`src/rtl/pipe_pkg.sv`:
```
// -----------------------------------------------------------------------------
// pipe_pkg
// Shared definitions for the pipe_stage_reg slice.
//   PIPE_DATA_W   default payload width in bits
//   PIPE_CNT_W    default stall counter width in bits
//   occ_state_t   occupancy of the stage: EMPTY, ONE (main only), TWO (main+skid)
// No ports; imported by the interface, the stage and its skid buffer.
// -----------------------------------------------------------------------------
package pipe_pkg;

  localparam int PIPE_DATA_W = 32;
  localparam int PIPE_CNT_W  = 16;

  // TWO is only reachable when the skid entry is built in.
  typedef enum logic [1:0] {
    EMPTY = 2'd0,
    ONE   = 2'd1,
    TWO   = 2'd2
  } occ_state_t;

endpackage : pipe_pkg

```
`src/rtl/pipe_stage_reg_if.sv`:
```
// -----------------------------------------------------------------------------
// pipe_stage_reg_if
// Bundles the control, handshake and payload signals of one pipeline stage.
// Parameters:
//   DATA_W  payload width
//   CNT_W   stall counter width
// Signals:
//   flush      synchronous clear of the stage
//   freeze     hold stage contents, no transfers
//   in_valid   upstream payload valid
//   in_ready   stage can accept a payload this cycle
//   in_data    upstream payload
//   out_valid  stage presents a valid payload
//   out_ready  downstream accepts the payload
//   out_data   presented payload
//   stall_cnt  saturating count of backpressure cycles
// Modports:
//   master  the environment around the stage (drives inputs, sees outputs)
//   slave   the stage itself
// -----------------------------------------------------------------------------
interface pipe_stage_reg_if
  import pipe_pkg::*;
#(
  parameter int DATA_W = PIPE_DATA_W,
  parameter int CNT_W  = PIPE_CNT_W
);

  logic              flush;
  logic              freeze;
  logic              in_valid;
  logic              in_ready;
  logic [DATA_W-1:0] in_data;
  logic              out_valid;
  logic              out_ready;
  logic [DATA_W-1:0] out_data;
  logic [CNT_W-1:0]  stall_cnt;

  modport master (
    output flush,
    output freeze,
    output in_valid,
    output in_data,
    output out_ready,
    input  in_ready,
    input  out_valid,
    input  out_data,
    input  stall_cnt
  );

  modport slave (
    input  flush,
    input  freeze,
    input  in_valid,
    input  in_data,
    input  out_ready,
    output in_ready,
    output out_valid,
    output out_data,
    output stall_cnt
  );

endinterface : pipe_stage_reg_if

```
`src/rtl/pipe_skid_buf.sv`:
```
// -----------------------------------------------------------------------------
// pipe_skid_buf
// Data register for the second (skid) entry of pipe_stage_reg. Validity of the
// entry is tracked by the occupancy state machine in the parent; this block
// only stores the payload.
// Parameters:
//   DATA_W   payload width
//   RST_VAL  value held after reset or clear
// Ports:
//   clk    clock, rising edge
//   rst_n  asynchronous active-low reset
//   clear  synchronous load of RST_VAL (takes priority over load)
//   load   capture d on the next edge
//   d      payload in
//   q      stored payload
// -----------------------------------------------------------------------------
module pipe_skid_buf
  import pipe_pkg::*;
#(
  parameter int                DATA_W  = PIPE_DATA_W,
  parameter logic [DATA_W-1:0] RST_VAL = '0
) (
  input  logic              clk,
  input  logic              rst_n,
  input  logic              clear,
  input  logic              load,
  input  logic [DATA_W-1:0] d,
  output logic [DATA_W-1:0] q
);

  always_ff @(posedge clk or negedge rst_n) begin
    if (!rst_n) begin
      q <= RST_VAL;
    end else if (clear) begin
      q <= RST_VAL;
    end else if (load) begin
      q <= d;
    end
  end

endmodule : pipe_skid_buf

```
`src/rtl/pipe_stage_reg.sv`:
```
// -----------------------------------------------------------------------------
// pipe_stage_reg
// One valid/ready pipeline register stage with freeze, flush and a saturating
// backpressure counter. Latency is one cycle from acceptance to presentation.
//
// Build option:
//   PIPE_STAGE_SKID_EN  defined   -> two entries (main + skid via pipe_skid_buf);
//                                    in_ready depends only on registered state
//                                    and freeze, so there is no combinational
//                                    path from out_ready to in_ready.
//                       undefined -> single entry; in_ready looks through to
//                                    out_ready so a full entry can be replaced
//                                    in the same cycle it drains.
// Parameters:
//   DATA_W   payload width
//   RST_VAL  value loaded into data registers on reset and flush
//   CNT_W    stall counter width
// Ports:
//   clk    clock, rising edge
//   rst_n  asynchronous active-low reset
//   bus    pipe_stage_reg_if.slave: flush, freeze, in_valid/in_ready/in_data,
//          out_valid/out_ready/out_data, stall_cnt
// -----------------------------------------------------------------------------
module pipe_stage_reg
  import pipe_pkg::*;
#(
  parameter int                DATA_W  = PIPE_DATA_W,
  parameter logic [DATA_W-1:0] RST_VAL = '0,
  parameter int                CNT_W   = PIPE_CNT_W
) (
  input logic             clk,
  input logic             rst_n,
  pipe_stage_reg_if.slave bus
);

  occ_state_t        state;
  occ_state_t        state_next;
  logic              main_valid;
  logic [DATA_W-1:0] main_data;
  logic [DATA_W-1:0] main_data_next;
  logic              in_ready_int;
  logic              out_valid_int;
  logic              in_fire;
  logic              out_fire;
  logic              stalled;
  logic [CNT_W-1:0]  stall_cnt;

  assign main_valid = (state != EMPTY);

`ifdef PIPE_STAGE_SKID_EN
  logic              skid_valid;
  logic              skid_load;
  logic [DATA_W-1:0] skid_data;

  // TWO is the only state with the skid entry occupied; decoded straight
  // from the state register, so in_ready below is register-driven.
  assign skid_valid = (state == TWO);

  // rst_n gates in_ready so nothing is offered as accepted during reset.
  assign in_ready_int = rst_n & ~bus.freeze & ~skid_valid;

  // A payload accepted while main is full and not draining parks in skid.
  assign skid_load = ~bus.flush & in_fire & main_valid & ~out_fire;

  pipe_skid_buf #(
    .DATA_W  (DATA_W),
    .RST_VAL (RST_VAL)
  ) u_skid (
    .clk   (clk),
    .rst_n (rst_n),
    .clear (bus.flush),
    .load  (skid_load),
    .d     (bus.in_data),
    .q     (skid_data)
  );
`else
  // Single entry: accept when empty or when the current entry leaves this
  // same edge.
  assign in_ready_int = rst_n & ~bus.freeze & (~main_valid | bus.out_ready);
`endif

  assign out_valid_int = main_valid & ~bus.freeze;
  assign in_fire       = bus.in_valid & in_ready_int;
  assign out_fire      = out_valid_int & bus.out_ready;
  assign stalled       = out_valid_int & ~bus.out_ready;

  // ---------------------------------------------------------------------------
  // Occupancy state machine. freeze needs no explicit term: it already blocks
  // both in_fire and out_fire, so every branch below falls through to hold.
  // ---------------------------------------------------------------------------
  always_comb begin
    // NOTE: every output of this block is given a default first so no path
    // leaves it unassigned, which would otherwise infer a latch.
    state_next = state;
    if (bus.flush) begin
      state_next = EMPTY;
    end else begin
      case (state)
        EMPTY: begin
          if (in_fire) state_next = ONE;
        end
        ONE: begin
`ifdef PIPE_STAGE_SKID_EN
          if (in_fire && !out_fire) begin
            state_next = TWO;
          end else
`endif
          if (out_fire && !in_fire) begin
            state_next = EMPTY;
          end
        end
        TWO: begin
          if (out_fire) state_next = ONE;
        end
        default: state_next = EMPTY;
      endcase
    end
  end

  // ---------------------------------------------------------------------------
  // Main entry data. It is never cleared on drain, so out_data keeps showing
  // the last payload while out_valid is low.
  // ---------------------------------------------------------------------------
  always_comb begin
    main_data_next = main_data;
    if (bus.flush) begin
      main_data_next = RST_VAL;
    end
`ifdef PIPE_STAGE_SKID_EN
    // Skid moves forward on the same edge main drains.
    else if (out_fire && skid_valid) begin
      main_data_next = skid_data;
    end
`endif
    else if (in_fire && (!main_valid || out_fire)) begin
      main_data_next = bus.in_data;
    end
  end

  always_ff @(posedge clk or negedge rst_n) begin
    // NOTE: the data register is reset as well as the valid state, because
    // out_data must read RST_VAL straight out of reset, not just be ignored.
    if (!rst_n) begin
      state     <= EMPTY;
      main_data <= RST_VAL;
    end else begin
      // NOTE: sequential state uses non-blocking assignment so every flop
      // samples pre-edge values regardless of process ordering.
      state     <= state_next;
      main_data <= main_data_next;
    end
  end

  // ---------------------------------------------------------------------------
  // Backpressure counter: counts presented-but-refused cycles and sticks at
  // all-ones. Flush and freeze do not clear it; freeze simply stops counting
  // because out_valid is forced low.
  // ---------------------------------------------------------------------------
  always_ff @(posedge clk or negedge rst_n) begin
    if (!rst_n) begin
      stall_cnt <= '0;
    end else if (stalled && (stall_cnt != '1)) begin
      stall_cnt <= stall_cnt + CNT_W'(1);
    end
  end

  assign bus.in_ready  = in_ready_int;
  assign bus.out_valid = out_valid_int;
  assign bus.out_data  = main_data;
  assign bus.stall_cnt = stall_cnt;

endmodule : pipe_stage_reg

```
`src/flat_wrapper.sv`:
```
// flat-port wrapper written by rule: the top's interface ports become plain ports
module pipe_stage_reg_flat import pipe_pkg::*;
#(
  parameter int                DATA_W  = PIPE_DATA_W,
  parameter logic [DATA_W-1:0] RST_VAL = '0,
  parameter int                CNT_W   = PIPE_CNT_W
)
  (clk, rst_n, bus_flush, bus_freeze, bus_in_valid, bus_in_data, bus_out_ready, bus_in_ready, bus_out_valid, bus_out_data, bus_stall_cnt);
  pipe_stage_reg_if #(.DATA_W(DATA_W), .CNT_W(CNT_W)) bus_i ();
  input logic clk;
  input logic rst_n;
  input wire logic [$bits(bus_i.flush)-1:0] bus_flush;
  input wire logic [$bits(bus_i.freeze)-1:0] bus_freeze;
  input wire logic [$bits(bus_i.in_valid)-1:0] bus_in_valid;
  input wire logic [$bits(bus_i.in_data)-1:0] bus_in_data;
  input wire logic [$bits(bus_i.out_ready)-1:0] bus_out_ready;
  output wire logic [$bits(bus_i.in_ready)-1:0] bus_in_ready;
  output wire logic [$bits(bus_i.out_valid)-1:0] bus_out_valid;
  output wire logic [$bits(bus_i.out_data)-1:0] bus_out_data;
  output wire logic [$bits(bus_i.stall_cnt)-1:0] bus_stall_cnt;
  assign bus_i.flush = bus_flush;
  assign bus_i.freeze = bus_freeze;
  assign bus_i.in_valid = bus_in_valid;
  assign bus_i.in_data = bus_in_data;
  assign bus_i.out_ready = bus_out_ready;
  assign bus_in_ready = bus_i.in_ready;
  assign bus_out_valid = bus_i.out_valid;
  assign bus_out_data = bus_i.out_data;
  assign bus_stall_cnt = bus_i.stall_cnt;
  pipe_stage_reg #(.DATA_W(DATA_W), .RST_VAL(RST_VAL), .CNT_W(CNT_W)) u_core (.clk(clk), .rst_n(rst_n), .bus(bus_i));
endmodule
```
`config.mk`:
```
export PLATFORM = sky130hd
export DESIGN_NAME = pipe_stage_reg_flat
export DESIGN_NICKNAME = d
export VERILOG_FILES = /design/src/rtl/pipe_pkg.sv /design/src/rtl/pipe_stage_reg_if.sv /design/src/rtl/pipe_skid_buf.sv /design/src/rtl/pipe_stage_reg.sv /design/src/flat_wrapper.sv
export SDC_FILE = /design/constraint.sdc
export NUM_CORES = 1
export LEC_CHECK = 0
export CAP_MARGIN = 20
export CORE_MARGIN = 4
export CORE_UTILIZATION = 39
export CTS_CLUSTER_SIZE = 25
export DETAILED_ROUTE_END_ITERATION = 7
export PLACE_DENSITY = 0.77
export SLEW_MARGIN = 20
export SYNTH_ARGS = -nofsm -noshare
export SYNTH_HDL_FRONTEND = slang
export SYNTH_SLANG_ARGS = --single-unit
export TNS_END_PERCENT = 20
```
`constraint.sdc`:
```
create_clock -name clk -period 1.9 [get_ports clk]
set_clock_uncertainty 0.2 [all_clocks]
set_input_delay 0.19 -clock clk [delete_from_list [all_inputs] [get_ports clk]]
set_output_delay 0.19 -clock clk [all_outputs]
set_load 0.01 [all_outputs]
```
==> results of run 1 <==
## cell usage after synthesis (2+ instances only)
master                     count
sky130_fd_sc_hd__dfrtp_1      49
sky130_fd_sc_hd__o21ai_0       5
sky130_fd_sc_hd__clkbuf_1      5
sky130_fd_sc_hd__nand3_1       3
sky130_fd_sc_hd__nand4_1       6
sky130_fd_sc_hd__nor2_1        3
sky130_fd_sc_hd__buf_2         6
sky130_fd_sc_hd__nor3_1        6
sky130_fd_sc_hd__xor2_1       11
sky130_fd_sc_hd__nor2b_1       2
sky130_fd_sc_hd__xnor2_1       2
sky130_fd_sc_hd__nand2_1      70
sky130_fd_sc_hd__nor3_2        2
sky130_fd_sc_hd__a21oi_1      33
sky130_fd_sc_hd__or2_2         2
sky130_fd_sc_hd__nor3b_1       2
## metrics by stage
stage / TNS, ns / hold WS (ns) / std cells / util [%]
2_1_floorplan: 0 / -0.306 / 221 / -
3_3_place_gp: -1.30 / -0.0190 / 384 / 61.2
3_5_place_dp: -1.82 / -0.0186 / 384 / 61.2
4_1_cts: 0 / 0.181 / 393 / 62.9
5_1_grt: -0.0791 / 0.188 / 393 / 63.1
6_report: 0 / 0.181 / 393 / 63.1
## area by class of cell
| type | count | area, um^2 |
|---|---|---|
| clock buffer | 8 | 80.1 |
| fill | 436 | 1930 |
| inverter | 1 | 3.75 |
| multi-input combinational | 159 | 895 |
| sequential | 49 | 1230 |
| tap | 70 | 87.6 |
| timing repair buffer | 106 | 1010 |
## power by group through the flow
| stage | Combinational (mW) | Sequential, mW | Clock [mW] |
|---|---|---|---|
| 2_1_floorplan | 0.0984 | 1.17 | 0 |
| 3_3_place_gp | 0.392 | 1.14 | 0 |
| 6_report | 0.391 | 1.12 | 0.592 |
| 5_1_grt | 0.430 | 1.13 | 0.657 |
| 4_1_cts | 0.398 | 1.12 | 0.611 |
| 3_5_place_dp | 0.394 | 1.14 | 0 |
## cells by family after synthesis
| family | Yosys count |
|---|---|
| xor+xnor | 13 |
| flops | 49 |
| fa+ha+maj | 1 |
| compound gates | 38 |
| mux | 1 |
| buf+inv | 13 |
| simple gates | 106 |
## flip-flops by register name (all words and copies together) (netlist names)
signal,count
u_core.bus.out_data,32
u_core.bus.stall_cnt,16
u_core.state,1
## critical path: cells and delay by family (launching register included)
| family | cells | cell delay, ns |
|---|---|---|
| fa+ha+maj | 1 | 0.20 |
| simple gates | 3 | 0.57 |
| flops | 1 | 0.36 |
| xor+xnor | 1 | 0.14 |
| buf+inv | 1 | 0.22 |
## path summary, 6_finish.rpt
path	end	slack, ns
worst max-delay path	u_core.bus.stall_cnt[9]	0.09
worst min register to register	u_core.bus.out_data[22]	0.32
worst min-delay path	u_core.bus.stall_cnt[4]	0.18
max in group asynchronous	u_core.bus.stall_cnt[12]	0.60
worst max register to register	u_core.bus.stall_cnt[9]	0.09
min in group clk	u_core.bus.out_data[28]	0.22
## what timing repair did
item | CTS | global route
pin swaps | 0 | 2
hold buffers | 1 | 0
hold endpoints to repair | 12 | 0
setup endpoints to repair | 2 | 8
resized for setup | 2 | 7
## per-layer routing
metal / vias to the layer above / wire, um
met5: - / 0
met4: 0 / 80
met3: 7 / 689
met2: 67 / 2500
met1: 894 / 2180
li1: 938 / -
==> out/results.md, run 1 <==
* outcome: completed
* number of placement rows: 26
* MaxCap Viol Count: 0
* leading cell type in the layout, fill and taps excluded: sky130_fd_sc_hd__clkdlybuf4s50_1
* overall overflow remaining after global route: 0
* Distinct cells, synth: 30
* global-route wire length before repair: 9.05 mm
* Slew @ Worst Pin: 0.478 ns
* final hold violations: 0
* share of power burned in the clock network: 28.2%
* fraction of final layout cells with drive strength greater than 1: 12.7%
* Post-synth EDFFs: 0
* Detailed Routing Iterations Pass 1: 4
* main combinational cell family by area after synthesis: simple AND/OR/NAND/NOR gates
* worst reg2reg path depth: 6
* area fraction in compound gates after synthesis: 8.83%
* number of slew-limit violations in the final report: 0
* Critical path origin: u_core.bus.stall_cnt[0]
* DRC: 0
* leakage power: 1.43 nW
* Post-Place Cell Area: 3200 um^2
* RSZ-0062 raised after global routing: yes
* number of antenna violations at the first check in global routing: 0
* DRT iter0 DRCs: 105
* multiplexer share of the synthesized area: 0.697%
* number of synthesized register bits: 49
* drt via density: 4.85
* Synth Area in Adders: 0.581%
* total I/O pin count: 88
* # Post-CTS Setup Buffers: 0
* CP Max Fanout: 7
* Top FF cell, synth: sky130_fd_sc_hd__dfrtp_1
* gpl congestion: 0.865
* area grow syn2layout: 53.4%
* simple-gate share of the synthesized area: 25.0%
* total vias in the final route: 1,906
* worst supply voltage drop on vdd: 0.393 mV
* vias in the first global route: 1,941
* commonest cells after routing, fill and taps aside: sky130_fd_sc_hd__clkdlybuf4s50_1 (84), sky130_fd_sc_hd__nand2_1 (70), sky130_fd_sc_hd__dfrtp_1 (47)
* setup violation total in the final timing report: 0
* largest cells by area after synthesis: sky130_fd_sc_hd__dfrtp_1 (57%), sky130_fd_sc_hd__nand2_1 (12%), sky130_fd_sc_hd__a21oi_1 (7.7%), sky130_fd_sc_hd__xor2_1 (4.5%), sky130_fd_sc_hd__nand4_1 (1.7%)
* detailed-route wire length: 5.45 mm
* Seq/Total Area, Yosys: 56.9%
* Root Driver: sky130_fd_sc_hd__clkbuf_8
* combined area of all synthesized cells: 2150 um^2
* Final Total Pwr: 2.10 mW
* Worst setup SP type: flop
* clock transition at the registers of the reported paths: 0.09 ns
* series of cell instances along the critical path: ha_1 > nand3_2 > nor4_4 > buf_4 > nor3_1 > xor2_1
* maximum operating frequency: 0.551 GHz
* core region area: 5240 um^2
* portion of total power attributed to sequential cells: 53.2%
* worst slack, placed: -0.210 ns
* slowest cell on the critical path: sky130_fd_sc_hd__nor4_4
* maximum buffer depth of the clock tree: 2
* worst slew slack as a fraction of its limit: 68.2%
* part of the cycle the worst path needs: 95.5%
* Period minus WS final: 1.81 ns
* overall die area: 6770 um^2
* routed length per placed instance: 13.9 um
* number of H-tree levels: 2
* Critical Path Max Stage Delay: 0.38 ns
* Yosys warning total: 0
* Synth Area in XOR/XNOR: 5.29%
* die boundary height: 82.3 um
* TritonCTS clock tree: done
* number of clock sinks: 49
* DPL Wire Length: 4.13 mm
* clock buffers created by TritonCTS: 5
* total routing usage reported by global routing: 17.9%
* maximum number of pins on one net before global-route repair: 38
* Global Route met3 Usage: 9.76%
* met2 track demand over resource in global routing: 28.8%
* hold crit path type: input pin to asynchronous set/reset pin
* post-synthesis async set-or-reset flop share: 100%
* Initial Utilization: 41.1%
* diode count: 0
* Most Used Layer, Global Route: met2
* critical path required time: 1.88 ns
* number of standard cells after synthesis: 221
* internal power component: 1.58 mW
* worst path arrival time: 1.79 ns
* leading area contributor after synthesis: sky130_fd_sc_hd__dfrtp_1
* switching power: 0.522 mW
* mean area per synthesized cell: 9.74 um^2
* nets in the synthesized netlist: 260
* number of buffers inserted by port buffering: 87
* portion of total power attributed to combinational logic: 18.6%
* count of antenna-violating nets left after detailed routing: 0
* final instance area: 3300 um^2
* met1 demand-to-capacity share in global routing: 20.1%
* sort of element at the end of the critical path: flop
* Die X: 82.3 um
* switching share of power: 24.8%
* insertion delay of the later-clocked pin in the worst-skew pair: 0.30 ns
* power density over cell area: 636 nW/um^2
* final net count: 361
* Worst R2R Start: u_core.bus.stall_cnt[0]
* classification of the worst setup path: flop to flop
* area share of the leading cell type in the synthesized netlist: 56.9%
* final setup margin: 0.0857 ns
Note: power is estimated with default switching activity, not from simulation.
==> run 2: changes to the inputs <==
--- a/config.mk
+++ b/config.mk
@@ -6,7 +6,7 @@
 export NUM_CORES = 1
 export LEC_CHECK = 0
 export CAP_MARGIN = 20
-export CORE_MARGIN = 4
+export CORE_MARGIN = 5
 export CORE_UTILIZATION = 39
 export CTS_CLUSTER_SIZE = 25
 export DETAILED_ROUTE_END_ITERATION = 7
==> run 2 against run 1 <==
Net effect: clock power rose by 29%; combinational power rose by 2%; largest power group unchanged; sequential share of layout area fell by 0.78 points; cell area rose by 2.0%; die area rose by 4.9%; hold slack improved by 0.044 ns; sequential power barely moved; clock-buffer cell count fell by 1; wire length rose by 5.3%; register-to-register slack got worse by 0.05 ns; flip-flop and latch count did not move; setup slack got worse by 0.052 ns; largest cell class unchanged.
==> out/results.md, run 2 (synthesized netlist as in run 1, its figures left out) <==
* outcome: completed, unchanged
* final setup margin: 0.0340 ns, was 0.0857 ns
* MaxCap Viol Count: 0, unchanged
* Detailed Routing Iterations Pass 1: 4, unchanged
* TritonCTS clock tree: done, unchanged
* insertion delay of the later-clocked pin in the worst-skew pair: 0.29 ns, was 0.30 ns
* count of antenna-violating nets left after detailed routing: 0, unchanged
* clock buffers created by TritonCTS: 5, unchanged
* maximum number of pins on one net before global-route repair: 34, was 38
* number of non-filler instances in the completed layout: 395, was 393
* overall die area: 7110 um^2, was 6770 um^2
* fill cell total of the finished layout: 459, was 436
* Worst setup SP type: flop, unchanged
* global-route wire length before repair: 9.18 mm, was 9.05 mm
* vias in the first global route: 1,919, was 1,941
* hold crit path type: input pin to flop, was input pin to asynchronous set/reset pin
* number of antenna violations at the first check in global routing: 0, unchanged
* critical path required time: 1.88 ns, about the same
* diode count: 0, unchanged
* RSZ-0062 raised after global routing: yes, unchanged
* final hold slack: 0.224 ns, was 0.181 ns
* Root Driver: sky130_fd_sc_hd__clkbuf_8, unchanged
* leakage power: 1.46 nW, was 1.43 nW
* final instance area: 3370 um^2, was 3300 um^2
* total routing usage reported by global routing: 16.0%, was 17.9%
* maximum operating frequency: 0.536 GHz, was 0.551 GHz
* total I/O pin count: 88, unchanged
* final hold violations: 0, unchanged
* die boundary height: 84.3 um, was 82.3 um
* core region area: 5440 um^2, was 5240 um^2
* Period minus WS final: 1.87 ns, was 1.81 ns
* number of buffers inserted by port buffering: 87, unchanged
* drt via density: 4.89, was 4.85
* overall overflow remaining after global route: 0, unchanged
* maximum buffer depth of the clock tree: 2, unchanged
* leading cell type in the layout, fill and taps excluded: sky130_fd_sc_hd__clkdlybuf4s50_1, unchanged
* number of placement rows: 27, was 26
* max FFs per register: 32, unchanged
* commonest cells after routing, fill and taps aside: sky130_fd_sc_hd__clkdlybuf4s50_1 (84), sky130_fd_sc_hd__nand2_1 (70), sky130_fd_sc_hd__dfrtp_1 (48), was sky130_fd_sc_hd__clkdlybuf4s50_1 (84), sky130_fd_sc_hd__nand2_1 (70), sky130_fd_sc_hd__dfrtp_1 (47)
* setup violation total in the final timing report: 0, unchanged
* number of placed instances with taps included: 384, unchanged
* Final Total Pwr: 2.28 mW, was 2.10 mW
* part of the cycle the worst path needs: 98.2%, was 95.5%
* DRC: 0, unchanged
* area grow syn2layout: 56.5%, was 53.4%
* sort of element at the end of the critical path: flop, unchanged
* routed length per placed instance: 14.5 um, was 13.9 um
* post-layout util: 62.0%, was 63.1%
* total vias in the final route: 1,931, was 1,906
* number of H-tree levels: 2, unchanged
* worst path arrival time: 1.85 ns, was 1.79 ns
* worst slack, placed: -0.190 ns, was -0.210 ns
* classification of the worst setup path: flop to flop, unchanged
* worst slew slack as a fraction of its limit: 48.5%, was 68.2%
* CP Max Fanout: 3, was 7
* fraction of final layout cells with drive strength greater than 1: 13.0%, was 12.7%
* DPL Wire Length: 4.33 mm, was 4.13 mm
* final net count: 361, unchanged
* Die X: 84.3 um, was 82.3 um
* power density over cell area: 677 nW/um^2, was 636 nW/um^2
* worst supply voltage drop on vdd: 0.448 mV, was 0.393 mV
* detailed-route wire length: 5.74 mm, was 5.45 mm
* number of clock sinks: 49, unchanged
* clock transition at the registers of the reported paths: 0.09 ns, about the same
* Post-Place Cell Area: 3220 um^2, was 3200 um^2
* Initial Utilization: 39.6%, was 41.1%
* gpl congestion: 0.749, was 0.865
* Slew @ Worst Pin: 0.771 ns, was 0.478 ns
* number of slew-limit violations in the final report: 0, unchanged
* DRT iter0 DRCs: 127, was 105
* setup tns final: 0 ns, unchanged
run 2: cell types whose count changed in the layout (fill, tap and decap cells not counted):
cell                            previous run  this run
sky130_fd_sc_hd__buf_4                    18        15
sky130_fd_sc_hd__buf_12                    0         2
sky130_fd_sc_hd__clkbuf_1                  3         1
sky130_fd_sc_hd__bufinv_16                 0         1
sky130_fd_sc_hd__clkbuf_8                  5         6
sky130_fd_sc_hd__dfrtp_1                  47        48
sky130_fd_sc_hd__dfrtp_2                   2         1
sky130_fd_sc_hd__dlygate4sd3_1             1         2
sky130_fd_sc_hd__ha_1                      1         0
sky130_fd_sc_hd__ha_2                      0         1
run 2: path summary, 6_finish.rpt:
check	from	end	slack, ns	cells after the start
min	bus_in_data[30]	u_core.bus.out_data[30]	0.22	3
max reg2reg	u_core.bus.stall_cnt[1]	u_core.bus.stall_cnt[1]	0.03	6
max in group asynchronous	rst_n	u_core.bus.out_data[5]	0.55	3
max	u_core.bus.stall_cnt[1]	u_core.bus.stall_cnt[1]	0.03	6
min reg2reg	u_core.bus.stall_cnt[15]	u_core.bus.stall_cnt[15]	0.30	1
min in group asynchronous	rst_n	u_core.bus.out_data[14]	0.36	3
run 2: final cells by class:
class,count,area [um^2],area share [%]
clock buffer,7,86.3,2.56
clock inverter,1,30.0,0.891
inverter,1,3.75,0.111
multi-input combinational,159,897,26.6
sequential,49,1230,36.4
tap,72,90.1,2.67
timing repair buffer,106,1040,30.7
run 2: metal layers:
metal | routed length [um] | track usage [%] | vias to the layer above | share of wire (%)
met2 | 2940 | 28.5 | 67 | 51
met5 | 0 | 0 | - | 0
met1 | 2180 | 17.7 | 920 | 38
met3 | 568 | 7.36 | 7 | 9.9
met4 | 52 | 3.07 | 0 | 0.91
li1 | - | - | 937 | -
run 2: timing repair:
action,in CTS,in global routing
endpoints found under the hold margin,49,0
resized for setup,1,8
buffers inserted,0,1
endpoints found under the setup margin,1,8
hold buffers,2,0
pin swaps,0,1
run 2: worst max-delay path: stages, from the launching register on:
cell	delay, ns
sky130_fd_sc_hd__dfrtp_1	0.36
sky130_fd_sc_hd__ha_2	0.21
sky130_fd_sc_hd__nand3_2	0.12
sky130_fd_sc_hd__nor4_4	0.35
sky130_fd_sc_hd__buf_4	0.18
sky130_fd_sc_hd__nor2_2	0.05
sky130_fd_sc_hd__mux2_4	0.29
run 2: power by group:
group / internal [mW] / total, mW / switching (mW) / leakage [nW]
Clock: 0.430 / 0.763 / 0.334 / 0.0585
Sequential: 1.09 / 1.12 / 0.0304 / 0.673
Combinational: 0.235 / 0.400 / 0.165 / 0.725
==> run 3: changes to the inputs <==
--- a/config.mk
+++ b/config.mk
@@ -6,11 +6,11 @@
 export NUM_CORES = 1
 export LEC_CHECK = 0
 export CAP_MARGIN = 20
-export CORE_MARGIN = 5
 export CORE_UTILIZATION = 39
 export CTS_CLUSTER_SIZE = 25
 export DETAILED_ROUTE_END_ITERATION = 7
 export PLACE_DENSITY = 0.77
+export SKIP_CTS_REPAIR_TIMING = 1
 export SLEW_MARGIN = 20
 export SYNTH_ARGS = -nofsm -noshare
 export SYNTH_HDL_FRONTEND = slang
==> run 3 against run 2 <==
Net effect: non-clock buffer count decreased by 5; global-route usage grew 3.6 points; maximum frequency increased by 4.4%; setup slack better by 0.078 ns; sequential share of layout area increased by 0.46 points; utilization is 2.0 points higher; combinational power down 1%; wire length fell by 8.9%; critical path depth down 1; first-iteration DRC count decreased by 30%; sequential power is essentially flat; cell area down 1.2%; highest routed layer unchanged.
==> out/results.md, run 3 (synthesized netlist as in run 1, its figures left out) <==
* CP Max Fanout: 3, unchanged
* Most Used Layer, Global Route: met2, unchanged
* total I/O pin count: 88, unchanged
* number of buffers and inverters on the critical path: 0, was 1
* maximum buffer depth of the clock tree: 2, unchanged
* number of antenna violations at the first check in global routing: 0, unchanged
* Post-Place Cell Area: 3190 um^2, was 3220 um^2
* hold crit path type: input pin to flop, unchanged
* worst slew slack as a fraction of its limit: 70.7%, was 48.5%
* DRC: 0, unchanged
* part of the cycle the worst path needs: 94.1%, was 98.2%
* insertion delay of the later-clocked pin in the worst-skew pair: 0.30 ns, was 0.29 ns
* worst supply voltage drop on vdd: 0.556 mV, was 0.448 mV
* hold path startpoint: bus_in_data[8], was bus_in_data[30]
* Global Route met3 Usage: 8.14%, was 7.36%
* post-layout util: 64.0%, was 62.0%
* met2 track demand over resource in global routing: 32.7%, was 28.5%
* global-route wire length before repair: 9.00 mm, was 9.18 mm
* diode count: 0, unchanged
* number of placed instances with taps included: 379, was 384
* worst slack, placed: -0.176 ns, was -0.190 ns
* count of antenna-violating nets left after detailed routing: 0, unchanged
* Worst setup SP type: flop, unchanged
* final instance area: 3330 um^2, was 3370 um^2
* core region area: 5200 um^2, was 5440 um^2
* Detailed Routing Iterations Pass 1: 4, unchanged
* number of clock sinks: 49, unchanged
* leading cell type in the layout, fill and taps excluded: sky130_fd_sc_hd__clkdlybuf4s50_1, unchanged
* classification of the worst setup path: flop to flop, unchanged
* number of slew-limit violations in the final report: 0, unchanged
* series of cell instances along the critical path: ha_1 > nand4_1 > or2_2 > nor4_2 > xor2_1, was ha_2 > nand3_2 > nor4_4 > buf_4 > nor2_2 > mux2_4
* final setup margin: 0.112 ns, was 0.0340 ns
* Crit path max-delay family: simple AND/OR/NAND/NOR gates, unchanged
* leakage power: 1.45 nW, was 1.46 nW
* drt via density: 4.88, was 4.89
* area grow syn2layout: 54.7%, was 56.5%
* sort of element at the end of the critical path: flop, unchanged
* Slew @ Worst Pin: 0.437 ns, was 0.771 ns
* maximum number of pins on one net before global-route repair: 34, unchanged
* clock transition at the registers of the reported paths: 0.09 ns, about the same
* detailed-route wire length: 5.23 mm, was 5.74 mm
* overall overflow remaining after global route: 0, unchanged
* TritonCTS clock tree: done, unchanged
* power density over cell area: 684 nW/um^2, was 677 nW/um^2
* Initial Utilization: 41.4%, was 39.6%
* final hold violations: 0, unchanged
* commonest cells after routing, fill and taps aside: sky130_fd_sc_hd__clkdlybuf4s50_1 (84), sky130_fd_sc_hd__nand2_1 (70), sky130_fd_sc_hd__dfrtp_1 (47), was sky130_fd_sc_hd__clkdlybuf4s50_1 (84), sky130_fd_sc_hd__nand2_1 (70), sky130_fd_sc_hd__dfrtp_1 (48)
* hold path depth: 3, unchanged
* number of placement rows: 26, was 27
* met1 demand-to-capacity share in global routing: 22.7%, was 17.7%
* fraction of final layout cells with drive strength greater than 1: 11.3%, was 13.0%
* DRT iter0 DRCs: 89, was 127
* critical path required time: 1.93 ns, was 1.88 ns
* worst hold path endpoint: u_core.bus.out_data[8], was u_core.bus.out_data[30]
* Die X: 76.3 um, was 84.3 um
* capture point of the worst reg-to-reg path: u_core.bus.stall_cnt[10], was u_core.bus.stall_cnt[1]
* overall die area: 5820 um^2, was 7110 um^2
* Period minus WS final: 1.79 ns, was 1.87 ns
* number of non-filler instances in the completed layout: 388, was 395
* setup slack of the most critical reg-to-reg path: 0.11 ns, was 0.03 ns
* Critical Path Max Stage Delay: 0.35 ns, was 0.36 ns
* MaxCap Viol Count: 0, unchanged
* final hold slack: 0.218 ns, was 0.224 ns
* gpl congestion: 0.783, was 0.749
* RSZ-0062 raised after global routing: yes, unchanged
* Root Driver: sky130_fd_sc_hd__clkbuf_8, unchanged
* depth of the critical timing path with buffers and inverters included: 5, was 6
* total vias in the final route: 1,894, was 1,931
* Worst R2R Start: u_core.bus.stall_cnt[1], unchanged
* vias in the first global route: 1,975, was 1,919
* die boundary height: 76.3 um, was 84.3 um
* final net count: 356, was 361
* outcome: completed, unchanged
* slowest cell on the critical path: sky130_fd_sc_hd__dfrtp_1, unchanged
* maximum operating frequency: 0.559 GHz, was 0.536 GHz
* worst reg2reg path depth: 5, was 6
* clock buffers created by TritonCTS: 5, unchanged
* worst path arrival time: 1.82 ns, was 1.85 ns
* setup violation total in the final timing report: 0, unchanged
* routed length per placed instance: 13.5 um, was 14.5 um
* number of H-tree levels: 2, unchanged
* number of buffers inserted by port buffering: 87, unchanged
* total routing usage reported by global routing: 19.7%, was 16.0%
* DPL Wire Length: 3.81 mm, was 4.33 mm
* max FFs per register: 32, unchanged
## run 3: cell count changes in the layout (fill, tap and decap cells not counted), sizes merged
cell          before  now
buf               18   14
dlygate4sd3        2    1
clkbuf             8    7
dlymetal6s2s       1    2
## run 3: how the worst max path moves through the flow
stage	slack, ns	endpoint	startpoint
2_1_floorplan	0.03	u_core.bus.stall_cnt[1]	u_core.bus.stall_cnt[4]
3_3_place_gp	-0.17	u_core.bus.stall_cnt[15]	bus_out_ready
3_5_place_dp	-0.18	u_core.bus.stall_cnt[15]	bus_out_ready
4_1_cts	-0.25	bus_in_ready	u_core.state[0]
5_1_grt	-0.004	u_core.bus.stall_cnt[6]	u_core.bus.stall_cnt[1]
6_report	0.11	u_core.bus.stall_cnt[10]	u_core.bus.stall_cnt[1]
## run 3: cell type report
class / instances / area, um^2
flip-flops and latches: 49 / 1230
multi-input cells: 159 / 892
well taps: 70 / 87.6
repair buffers: 101 / 1000
fillers: 438 / 1870
clock buffers: 7 / 86.3
clock inverters: 1 / 30.0
inverters: 1 / 3.75
## run 3: power breakdown
part / internal [mW] / total, mW / switching, mW
registers: 1.09 / 1.12 / 0.0293
logic: 0.231 / 0.396 / 0.164
clock network: 0.429 / 0.768 / 0.338
## run 3: metal layers
metal,part of all wire (%),up-vias
li1,-,926
met1,41,899
met2,49,65
met3,8.5,4
met4,1.4,0
met5,0,-
## run 3: worst register-to-register path, stage by stage, from the launching register on
cell and delay (ns):
sky130_fd_sc_hd__dfrtp_1 0.35, sky130_fd_sc_hd__ha_1 0.21, sky130_fd_sc_hd__nand4_1 0.15, sky130_fd_sc_hd__or2_2 0.34
sky130_fd_sc_hd__nor4_2 0.30, sky130_fd_sc_hd__xor2_1 0.17
## run 3: through the flow
step | setup TNS [ns] | total power, mW
after detailed placement | -0.753 | 1.54
after CTS | -0.252 | 2.30
after floorplan | 0 | 1.27
final | 0 | 2.28
after global placement | -0.556 | 1.53
after global routing | -0.00405 | 2.39
